$ cat src/rtl/ysyx_22050598_ifu_fetch_pkg.sv
// Shared IFU constants, state encoding and the held-entry record.
// Pure declarations: no latency, no backpressure.
package ysyx_22050598_ifu_fetch_pkg;

  localparam logic [63:0] RESET_PC = 64'h8000_0000;
  localparam logic [31:0] NOP_INST = 32'h0000_0013;

  typedef enum logic [1:0] {
    IFU_REQ  = 2'd0,
    IFU_WAIT = 2'd1,
    IFU_HOLD = 2'd2
  } ifu_state_e;

  typedef struct packed {
    logic [63:0] pc;
    logic [31:0] inst;
    logic        fault;
  } if_entry_t;

  // Instruction fetches are word aligned; the low two bits never reach the bus.
  function automatic logic [63:0] align_pc(input logic [63:0] pc);
    return pc & ~64'd3;
  endfunction

endpackage

$ cat src/rtl/ysyx_22050598_ifu_fetch_if.sv
// Instruction bus between fetch (master) and memory (slave): one request, one response.
// Request completes on valid&ready; response is a single-cycle pulse with no backpressure.
interface ysyx_22050598_ifu_fetch_if;

  logic        req_valid;
  logic        req_ready;
  logic [63:0] req_addr;
  logic        resp_valid;
  logic [31:0] resp_data;
  logic        resp_err;

  modport master (
    output req_valid,
    output req_addr,
    input  req_ready,
    input  resp_valid,
    input  resp_data,
    input  resp_err
  );

  modport slave (
    input  req_valid,
    input  req_addr,
    output req_ready,
    output resp_valid,
    output resp_data,
    output resp_err
  );

endinterface

$ cat src/rtl/ysyx_22050598_ifu_pc.sv
// Program counter register: redirect beats advance, advance adds 4 (wraps modulo 2^64).
// Updates one cycle after the request; no backpressure of its own.
module ysyx_22050598_ifu_pc
  import ysyx_22050598_ifu_fetch_pkg::*;
#(
  parameter logic [63:0] RESET_PC_P = RESET_PC
) (
  input  logic        clk,
  input  logic        rst_n,
  input  logic        redirect_valid,
  input  logic [63:0] redirect_pc,
  input  logic        advance,
  output logic [63:0] pc_q
);

  always_ff @(posedge clk) begin
    if (!rst_n) begin
      pc_q <= RESET_PC_P;
    end else if (redirect_valid) begin
      pc_q <= align_pc(redirect_pc);
    end else if (advance) begin
      pc_q <= pc_q + 64'd4;
    end
  end

endmodule

$ cat src/rtl/ysyx_22050598_ifu_fetch.sv
// Fetch stage: one outstanding word fetch, result held for decode; 3 cycles/inst at zero wait.
// Stalls in HOLD until decode takes the entry; redirects flush held or in-flight fetches.
module ysyx_22050598_ifu_fetch
  import ysyx_22050598_ifu_fetch_pkg::*;
#(
  parameter logic [63:0] RESET_PC_P = RESET_PC,
  parameter logic [31:0] NOP_INST_P = NOP_INST
) (
  input  logic                          clk,
  input  logic                          rst_n,
  ysyx_22050598_ifu_fetch_if.master     imem,
  input  logic                          redirect_valid_i,
  input  logic [63:0]                   redirect_pc_i,
  output logic                          if_valid_o,
  input  logic                          id_ready_i,
  output logic [31:0]                   if_inst_o,
  output logic [63:0]                   if_pc_o,
  output logic                          if_fault_o
);

  ifu_state_e  state_q;
  logic        drop_q;
  logic        if_valid_q;
  if_entry_t   entry_q;
  logic [63:0] pc_q;
  logic        capture;

  // A response is kept only if nothing has invalidated it, including a redirect this cycle.
  assign capture = (state_q == IFU_WAIT) && imem.resp_valid && !drop_q && !redirect_valid_i;

  ysyx_22050598_ifu_pc #(
    .RESET_PC_P (RESET_PC_P)
  ) u_pc (
    .clk            (clk),
    .rst_n          (rst_n),
    .redirect_valid (redirect_valid_i),
    .redirect_pc    (redirect_pc_i),
    .advance        (capture),
    .pc_q           (pc_q)
  );

  assign imem.req_valid = rst_n && (state_q == IFU_REQ);
  assign imem.req_addr  = pc_q;

  always_ff @(posedge clk) begin
    if (!rst_n) begin
      state_q    <= IFU_REQ;
      drop_q     <= 1'b0;
      if_valid_q <= 1'b0;
      entry_q    <= '0;
    end else begin
      case (state_q)
        IFU_REQ: begin
          if (imem.req_ready) begin
            state_q <= IFU_WAIT;
            drop_q  <= redirect_valid_i;
          end
        end
        IFU_WAIT: begin
          if (imem.resp_valid) begin
            if (capture) begin
              entry_q.pc    <= pc_q;
              entry_q.inst  <= imem.resp_err ? NOP_INST_P : imem.resp_data;
              entry_q.fault <= imem.resp_err;
              if_valid_q    <= 1'b1;
              state_q       <= IFU_HOLD;
            end else begin
              drop_q  <= 1'b0;
              state_q <= IFU_REQ;
            end
          end else if (redirect_valid_i) begin
            drop_q <= 1'b1;
          end
        end
        IFU_HOLD: begin
          if (redirect_valid_i || id_ready_i) begin
            if_valid_q <= 1'b0;
            state_q    <= IFU_REQ;
          end
        end
        default: begin
          state_q <= IFU_REQ;
        end
      endcase
    end
  end

  assign if_valid_o = if_valid_q;
  assign if_inst_o  = entry_q.inst;
  assign if_pc_o    = entry_q.pc;
  assign if_fault_o = entry_q.fault;

endmodule

$ cat src/flat_wrapper.sv
// flat-port wrapper written by rule: the top's interface ports become plain ports
module ysyx_22050598_ifu_fetch_flat import ysyx_22050598_ifu_fetch_pkg::*;
#(
  parameter logic [63:0] RESET_PC_P = RESET_PC,
  parameter logic [31:0] NOP_INST_P = NOP_INST
)
  (clk, rst_n, redirect_valid_i, redirect_pc_i, if_valid_o, id_ready_i, if_inst_o, if_pc_o, if_fault_o, imem_req_valid, imem_req_addr, imem_req_ready, imem_resp_valid, imem_resp_data, imem_resp_err);
  ysyx_22050598_ifu_fetch_if imem_i ();
  input  logic clk;
  input  logic rst_n;
  input  logic redirect_valid_i;
  input  logic [63:0] redirect_pc_i;
  output logic if_valid_o;
  input  logic id_ready_i;
  output logic [31:0] if_inst_o;
  output logic [63:0] if_pc_o;
  output logic if_fault_o;
  output wire logic [$bits(imem_i.req_valid)-1:0] imem_req_valid;
  output wire logic [$bits(imem_i.req_addr)-1:0] imem_req_addr;
  input wire logic [$bits(imem_i.req_ready)-1:0] imem_req_ready;
  input wire logic [$bits(imem_i.resp_valid)-1:0] imem_resp_valid;
  input wire logic [$bits(imem_i.resp_data)-1:0] imem_resp_data;
  input wire logic [$bits(imem_i.resp_err)-1:0] imem_resp_err;
  assign imem_req_valid = imem_i.req_valid;
  assign imem_req_addr = imem_i.req_addr;
  assign imem_i.req_ready = imem_req_ready;
  assign imem_i.resp_valid = imem_resp_valid;
  assign imem_i.resp_data = imem_resp_data;
  assign imem_i.resp_err = imem_resp_err;
  ysyx_22050598_ifu_fetch #(.RESET_PC_P(RESET_PC_P), .NOP_INST_P(NOP_INST_P)) u_core (.clk(clk), .rst_n(rst_n), .imem(imem_i), .redirect_valid_i(redirect_valid_i), .redirect_pc_i(redirect_pc_i), .if_valid_o(if_valid_o), .id_ready_i(id_ready_i), .if_inst_o(if_inst_o), .if_pc_o(if_pc_o), .if_fault_o(if_fault_o));
endmodule
$ cat config.mk
export PLATFORM = sky130hd
export DESIGN_NAME = ysyx_22050598_ifu_fetch_flat
export DESIGN_NICKNAME = d
export VERILOG_FILES = /design/src/rtl/ysyx_22050598_ifu_fetch_pkg.sv /design/src/rtl/ysyx_22050598_ifu_fetch_if.sv /design/src/rtl/ysyx_22050598_ifu_pc.sv /design/src/rtl/ysyx_22050598_ifu_fetch.sv /design/src/flat_wrapper.sv
export SDC_FILE = /design/constraint.sdc
export NUM_CORES = 1
export LEC_CHECK = 0
export BUFFER_PORTS_ARGS = -buffer_cell sky130_fd_sc_hd__buf_2
export CAP_MARGIN = 30
export CORE_MARGIN = 1.5
export CORE_UTILIZATION = 45
export CTS_CLUSTER_DIAMETER = 30
export DETAILED_ROUTE_END_ITERATION = 8
export PLACE_DENSITY = 0.86
export SKIP_LAST_GASP = 1
export SYNTH_ARGS = -nofsm -noshare
export SYNTH_HDL_FRONTEND = slang
export SYNTH_SLANG_ARGS = --single-unit
$ cat constraint.sdc
create_clock -name clk -period 2.41 [get_ports clk]
set_input_delay 0.482 -clock clk [delete_from_list [all_inputs] [get_ports clk]]
set_output_delay 0.482 -clock clk [all_outputs]
set_load 0.02 [all_outputs]
=== Word level (Yosys, flattened, before mapping) ===
Index checks and enable logic that the tools add are counted.

* Logic and storage cells: 51
* Register bits: 165

* Reductions and logical operators: 16
* Multiplexer cells: 17
* Add/subtract/negate cells: 1
* Bitwise gates (word level): 1
* Equality and inequality tests: 8

{| class="wikitable"
|+ Operators by type and width
! cell !! number
|-
| 2-to-1 mux 64 bit || 2
|-
| adder 64 x 3 -> 64 bit (second input constant) || 1
|-
| 2-to-1 mux 32 bit || 1
|-
| 2-to-1 mux 2 bit || 4
|-
| AND reduction 4 bit || 2
|-
| 2-to-1 mux 1 bit || 7
|-
| != test 3 bit (second input constant) || 2
|-
| one-hot mux 2 bit (3 select lines) || 1
|-
| AND reduction 3 bit || 2
|-
| nonzero test 2 bit || 3
|-
| logical AND 1 bit || 4
|-
| != test 2 x 1 -> 1 bit (second input constant) || 2
|-
| != test 2 bit (second input constant) || 2
|-
| one-hot mux 1 bit (2 select lines) || 2
|-
| equality test 2 x 1 -> 1 bit (second input constant) || 1
|-
| equality test 2 bit (second input constant) || 1
|-
| logical NOT 1 bit || 2
|-
| logical NOT 2 bit || 1
|-
| OR reduction 2 bit || 1
|-
| logical OR 1 bit || 1
|-
| inverter 1 bit || 1
|}

=== Longest topological paths before layout ===
* Word-level depth: 7
* Depth in mapped cells: 9
* Gate-level depth less buffers: 6

=== Cells and area by module ===
Synthesis repeated with hierarchy kept, for this count alone.

* Cell total of the unflattened synthesis: 939
* Area total of the unflattened synthesis: 7985.2 um^2

{| class="wikitable"
|+ By module, submodules not included
! module !! area each (um^2) !! seq. area each (um^2) !! cells an instance !! instances
|-
| ysyx_22050598_ifu_fetch || 4134.0 || 2021.9 || 447 || 1
|-
| ysyx_22050598_ifu_pc || 3851.2 || 1241.2 || 492 || 1
|}

=== Least setup slack after synthesis ===
No wires, ideal clock.

* Path type: register to register
* From: register u_core.u_pc.pc_q[31]
* To: register u_core.u_pc.pc_q[63]
* Setup time: 0.074 ns
* Cell stages (with the launch flop): 8
* Data arrival time: 2.523 ns
* Buffers on the path: 2
* Path slack: -0.188 ns
* Cell sequence: dfxtp_1 > nand4_1 > or4_1 > buf_2 > or4_4 > buf_6 > or4_1 > a31oi_1

* Cells in the longest elaborated chain, start to end: 3

{| class="wikitable"
|+ Ends and longest elaborated chain
! what !! line !! source
|-
| from (decl) || ysyx_22050598_ifu_pc.sv:13 || <nowiki>output logic [63:0] pc_q</nowiki>
|-
| from (signal assigned) || ysyx_22050598_ifu_pc.sv:20 || <nowiki>pc_q <= align_pc(redirect_pc);</nowiki>
|-
| from (signal assigned) || ysyx_22050598_ifu_pc.sv:22 || <nowiki>pc_q <= pc_q + 64'd4;</nowiki>
|-
| adder 64 x 3 -> 64 bit || ysyx_22050598_ifu_pc.sv:22 ||
|-
| 2-to-1 mux 64 bit || ysyx_22050598_ifu_pc.sv:21 || <nowiki>end else if (advance) begin</nowiki>
|-
| 2-to-1 mux 64 bit || ysyx_22050598_ifu_pc.sv:19 || <nowiki>end else if (redirect_valid) begin</nowiki>
|}

No other way between the ends. The select of a mux whose other input is x is not followed.
A chain may end at the register's enable or synchronous reset.

=== Worst setup path in the final report ===
* From: register u_core.u_pc.pc_q[8]
* To: register u_core.u_pc.pc_q[61]

Same word-level chain as after synthesis.

==> results by stage <==
Pwr:
- The completed layout was analyzed and its total power is 6.07 mW.
- The largest voltage drop on the vdd net is 489 µV.
- The total leakage power is 4.16 nW.
- Power spread over the standard cell area amounts to 610 mW/mm².

Worst setup path:
- Counting cells, the worst reg-to-reg path comes to 6.
- In this run the worst setup path terminates at u_core.u_pc.pc_q[61]$_SDFFE_PN0P_.
- The data arrival time at the worst-slack endpoint is 2700 ps.
- On the critical path, the stage with the largest delay is an instance of sky130_fd_sc_hd__or4_4.
- Data on the critical path is required at its endpoint by 2750 ps.
- The critical path startpoint is u_core.u_pc.pc_q[8]$_SDFFE_PN0P_.
- In this run the critical register-to-register path is captured at u_core.u_pc.pc_q[61]$_SDFFE_PN0P_.
- STA classifies the critical path startpoint as a flop.
- The origin of the critical flop-to-flop path is u_core.u_pc.pc_q[8]$_SDFFE_PN0P_.
- The cell type with the highest occurrence count on the critical path is sky130_fd_sc_hd__or4_4.
- The signal on the critical path passes through nand4_1 > buf_4 > or3_4 > or4_4 > or4_4 > a31oi_1.
- The kind of end point of the critical path is a flop.
- The worst stage delay on the critical path is around 600 ps.
- Across all register-to-register paths, the minimum setup slack is 50 ps.
- Of all nets on the critical path, the largest fanout is 8.
- The category of the critical setup timing path is reg2reg.

Die:
- 266 I/O pins were placed.
- The core region area is roughly 0.016 mm².
- The die height is between 100 and 150 µm.
- The area of the die is 0.0173 mm².
- The die is 131 µm wide.
- The effective utilization at floorplan is 46.3%.
- The site row count is 46.

Clocking:
- For the worst-skew pair, the clock arrives at the later sink with an insertion delay of 410 ps.
- After clock tree synthesis, the flow added hold-fix buffers numbering 0.
- Counting along the longest clock path gives a buffer depth of 2.
- Counting the buffers created by CTS gives 17.
- CTS placed an instance of sky130_fd_sc_hd__clkbuf_16 at the clock tree root.
- The maximum level of the CTS H-tree is 4.
- The clock tree from TritonCTS is built.
- The clock transition at the register clock pins on the worst setup and hold paths after CTS is 70 ps.
- The clock net in this run drives a total of 161 sinks.

Timing:
- Measured against its own limit, the worst slew margin works out to 57.9%.
- At the pin with the least slew margin, the transition time is 623 ps.
- The highest achievable clock rate is 0.424 GHz.
- The worst clock skew on the final layout is approximately 9 ps.
- Dividing the final minimum period by the clock period gives a little under 100%.
- The number of slew-limit violations in the final report was 0.
- The worst path needs roughly 2400 ps of the cycle, external delays included.
- The worst hold margin is 285 ps.
- Setup violations remaining at the end of the flow were counted as 0.
- Setup repair after global routing could not meet its margin everywhere.
- The hold violation total from the final report came to 0.

Global route:
- The initial antenna violation count is 2.
- The largest net degree at the start of global routing is 109.
- The overflow left after global routing is 0.
- The total global routing track utilization is 25.2%.
- The via count of the first global-routing pass is slightly above 7000.
- The first-pass GRT wire length is 35800 µm.

Logic synthesis:
- In the synthesized netlist, the number of instances is around 900.
- The cell taking the most area after synthesis is sky130_fd_sc_hd__dfxtp_1.
- The synthesized area per cell is 8.22 µm².
- The area share of the largest cell type after synthesis is between 40% and 50%.
- Counting distinct cell types in the post-synthesis netlist gives 51.
- The prevailing post-synth register cell is sky130_fd_sc_hd__dfxtp_1.
- After synthesis, flip-flops and latches occupy 43.5% of the total area.
- By area the synthesized netlist is led by sky130_fd_sc_hd__dfxtp_1 (43%), sky130_fd_sc_hd__nand2_1 (9.7%), sky130_fd_sc_hd__a21boi_0 (9.5%).
- Counting flops with an async set or reset pin after synthesis yields a share of 0%.
- The synthesis warning total is 0.
- Synthesis inferred ~160 register bits.
- In this run, synthesis inferred 0 flip-flops with an integrated enable.
- The synthesized cell area is 0.00742 mm².

Flow run:
- The reported max-cap violation count is 0.

Drt:
- The first detailed-routing pass took 6 iterations.
- The detailed-route vias per instance is ~5.4.
- In this run the remaining antenna-violating nets after routing total 0.
- Summed over all layers, the routed wires come to about 22000 µm.
- The average routed wire per standard cell is roughly 16 µm.
- The count of vias placed by the detailed router is 7597.
- The number of design-rule violations left by the first detailed-router iteration is 628.
- The remaining routing DRC violations is 0.

Place:
- Input and output buffers added on the ports amount to approximately 260.
- The congestion estimate from routability-driven global placement came to 0.875.
- Detailed placement finished with a half-perimeter wire length of ~16000 µm.

Hold path:
- The beginning of the worst hold path is redirect_pc_i[9].
- The number of cells on the worst hold path is 2.
- The tightest min-delay check is of the in2reg type.

Finish:
- The layout-stage area growth over the synthesis result is 34.2%.
- Leaving out fill and tap cells, the most frequent cells in the layout are sky130_fd_sc_hd__buf_2 (258), sky130_fd_sc_hd__nand2_1 (191), sky130_fd_sc_hd__dfxtp_1 (142).
- The post-route netlist has 33.4% of its cells at a drive strength greater than 1.
- The number of filler instances in the final layout is between 1000 and 1500.
- The net count of the finished layout is 1293.
- The library cell used most frequently in the layout, excluding fill and tap cells, is sky130_fd_sc_hd__buf_2.

Run status:
- The flow ran to the end, and the final reports show no timing, DRC or antenna violations.
==> worst min-delay path by stage <==
stage / to / slack, ps
3_5_place_dp: u_core.if_inst_o[2]$_SDFFE_PN0P_ / 450
3_3_place_gp: u_core.if_inst_o[2]$_SDFFE_PN0P_ / 440
5_1_grt: u_core.u_pc.pc_q[10]$_SDFFE_PN0P_ / 280
2_1_floorplan: u_core.if_pc_o[36]$_SDFFE_PN0P_ / 520
4_1_cts: u_core.u_pc.pc_q[9]$_SDFFE_PN0P_ / 270
6_report: u_core.u_pc.pc_q[9]$_SDFFE_PN0P_ / 290
==> cell families (layout without fill, tap and decap cells) <==
logic type / Yosys count / count (layout) / synth area share [%]
multiplexers: 2 / 2 / 0.270
buffers and inverters: 85 / 382 / 4.66
flip-flops: 161 / 161 / 43.5
XOR/XNOR: 29 / 29 / 3.42
AO/OA/AOI/OAI: 220 / 220 / 20.4
adder cells (fa/ha/maj): 1 / 1 / 0.169
other: 1 / 6 / 0.0506
AND/OR/NAND/NOR: 403 / 403 / 27.5
==> flip-flops by register name, indices dropped and copies added (netlist names) <==
register / cells
u_core.drop_q: 1
u_core.if_fault_o: 1
u_core.if_inst_o: 32
u_core.if_pc_o: 62
u_core.if_valid_o: 1
u_core.state_q: 2
u_core.u_pc.pc_q: 62
==> cells in the mapped netlist (3+ instances only) <==
| master | number |
|---|---|
| sky130_fd_sc_hd__o211a_1 | 8 |
| sky130_fd_sc_hd__xnor2_1 | 18 |
| sky130_fd_sc_hd__o21a_1 | 6 |
| sky130_fd_sc_hd__or3_1 | 6 |
| sky130_fd_sc_hd__o21ai_0 | 48 |
| sky130_fd_sc_hd__buf_1 | 3 |
| sky130_fd_sc_hd__nand3b_1 | 29 |
| sky130_fd_sc_hd__nand2_1 | 192 |
| sky130_fd_sc_hd__nand3_1 | 26 |
| sky130_fd_sc_hd__clkbuf_1 | 62 |
| sky130_fd_sc_hd__o31ai_1 | 10 |
| sky130_fd_sc_hd__a31oi_1 | 15 |
| sky130_fd_sc_hd__buf_4 | 4 |
| sky130_fd_sc_hd__dfxtp_1 | 161 |
| sky130_fd_sc_hd__a311oi_1 | 4 |
| sky130_fd_sc_hd__a211oi_1 | 6 |
| sky130_fd_sc_hd__and2_1 | 8 |
| sky130_fd_sc_hd__buf_2 | 3 |
| sky130_fd_sc_hd__nand4_1 | 22 |
| sky130_fd_sc_hd__xor2_1 | 11 |
| sky130_fd_sc_hd__a21boi_0 | 94 |
| sky130_fd_sc_hd__nor4_1 | 9 |
| sky130_fd_sc_hd__nor2_1 | 22 |
| sky130_fd_sc_hd__and4_1 | 8 |
| sky130_fd_sc_hd__o311a_1 | 4 |
| sky130_fd_sc_hd__or4_1 | 17 |
| sky130_fd_sc_hd__inv_1 | 11 |
| sky130_fd_sc_hd__nand2b_1 | 11 |
| sky130_fd_sc_hd__and3_1 | 6 |
| sky130_fd_sc_hd__nor3_1 | 27 |
| sky130_fd_sc_hd__nor4b_1 | 4 |
| sky130_fd_sc_hd__nor3b_1 | 8 |
| sky130_fd_sc_hd__a21oi_1 | 17 |
==> where the power goes <==
group	total (mW)	internal, mW	switching, mW	leakage (nW)
clock network	2.45	1.35	1.10	0.261
logic	0.772	0.320	0.452	2.58
registers	2.84	2.76	0.0837	1.32
==> stage by stage <==
stage / TNS [ps] / cells / utilization, % / area [µm²] / setup slack [ps]
after detailed placement: -156 / 1384 / 58.6 / 9380 / -54.6
after CTS: 0 / 1416 / 61.9 / 9910 / 41.4
after global placement: -54.8 / 1384 / 58.6 / 9380 / -33.3
final: 0 / 1420 / 62.2 / 9950 / 53.6
after global routing: -45.0 / 1419 / 62.2 / 9950 / -36.6
after floorplan: -1.10 / 905 / - / 7480 / -1.10
==> per-layer routing <==
layer | vias up | track usage, % | routed length [µm]
met1 | 3565 | 32.5 | 9570
met3 | 18 | 5.83 | 1570
li1 | 3758 | - | -
met5 | - | 0 | 0
met4 | 0 | 6.30 | 300
met2 | 256 | 42.7 | 10700
==> repair_timing <==
action / CTS / global route
setup buffers: 0 / 2
gates resized for setup: 0 / 5
setup endpoints to repair: 0 / 6
==> critical path, delay by kind of cell (launching register included) <==
family,cells,cell delay [ps]
simple gates,4,1580
flops,1,330
buf+inv,1,210
compound gates,1,170
==> final cells by class <==
cell class	instances	area, µm²	area share, %
Inverter	12	45.0	0.453
Tap cell	216	270	2.72
Timing Repair Buffer	338	1930	19.4
Antenna cell	2	5.00	0.0503
Multi-Input combinational cell	659	3900	39.2
Clock inverter	12	83.8	0.842
Clock buffer	20	447	4.49
Sequential cell	161	3270	32.8
No activity file was read; power rests on OpenSTA's default activity.
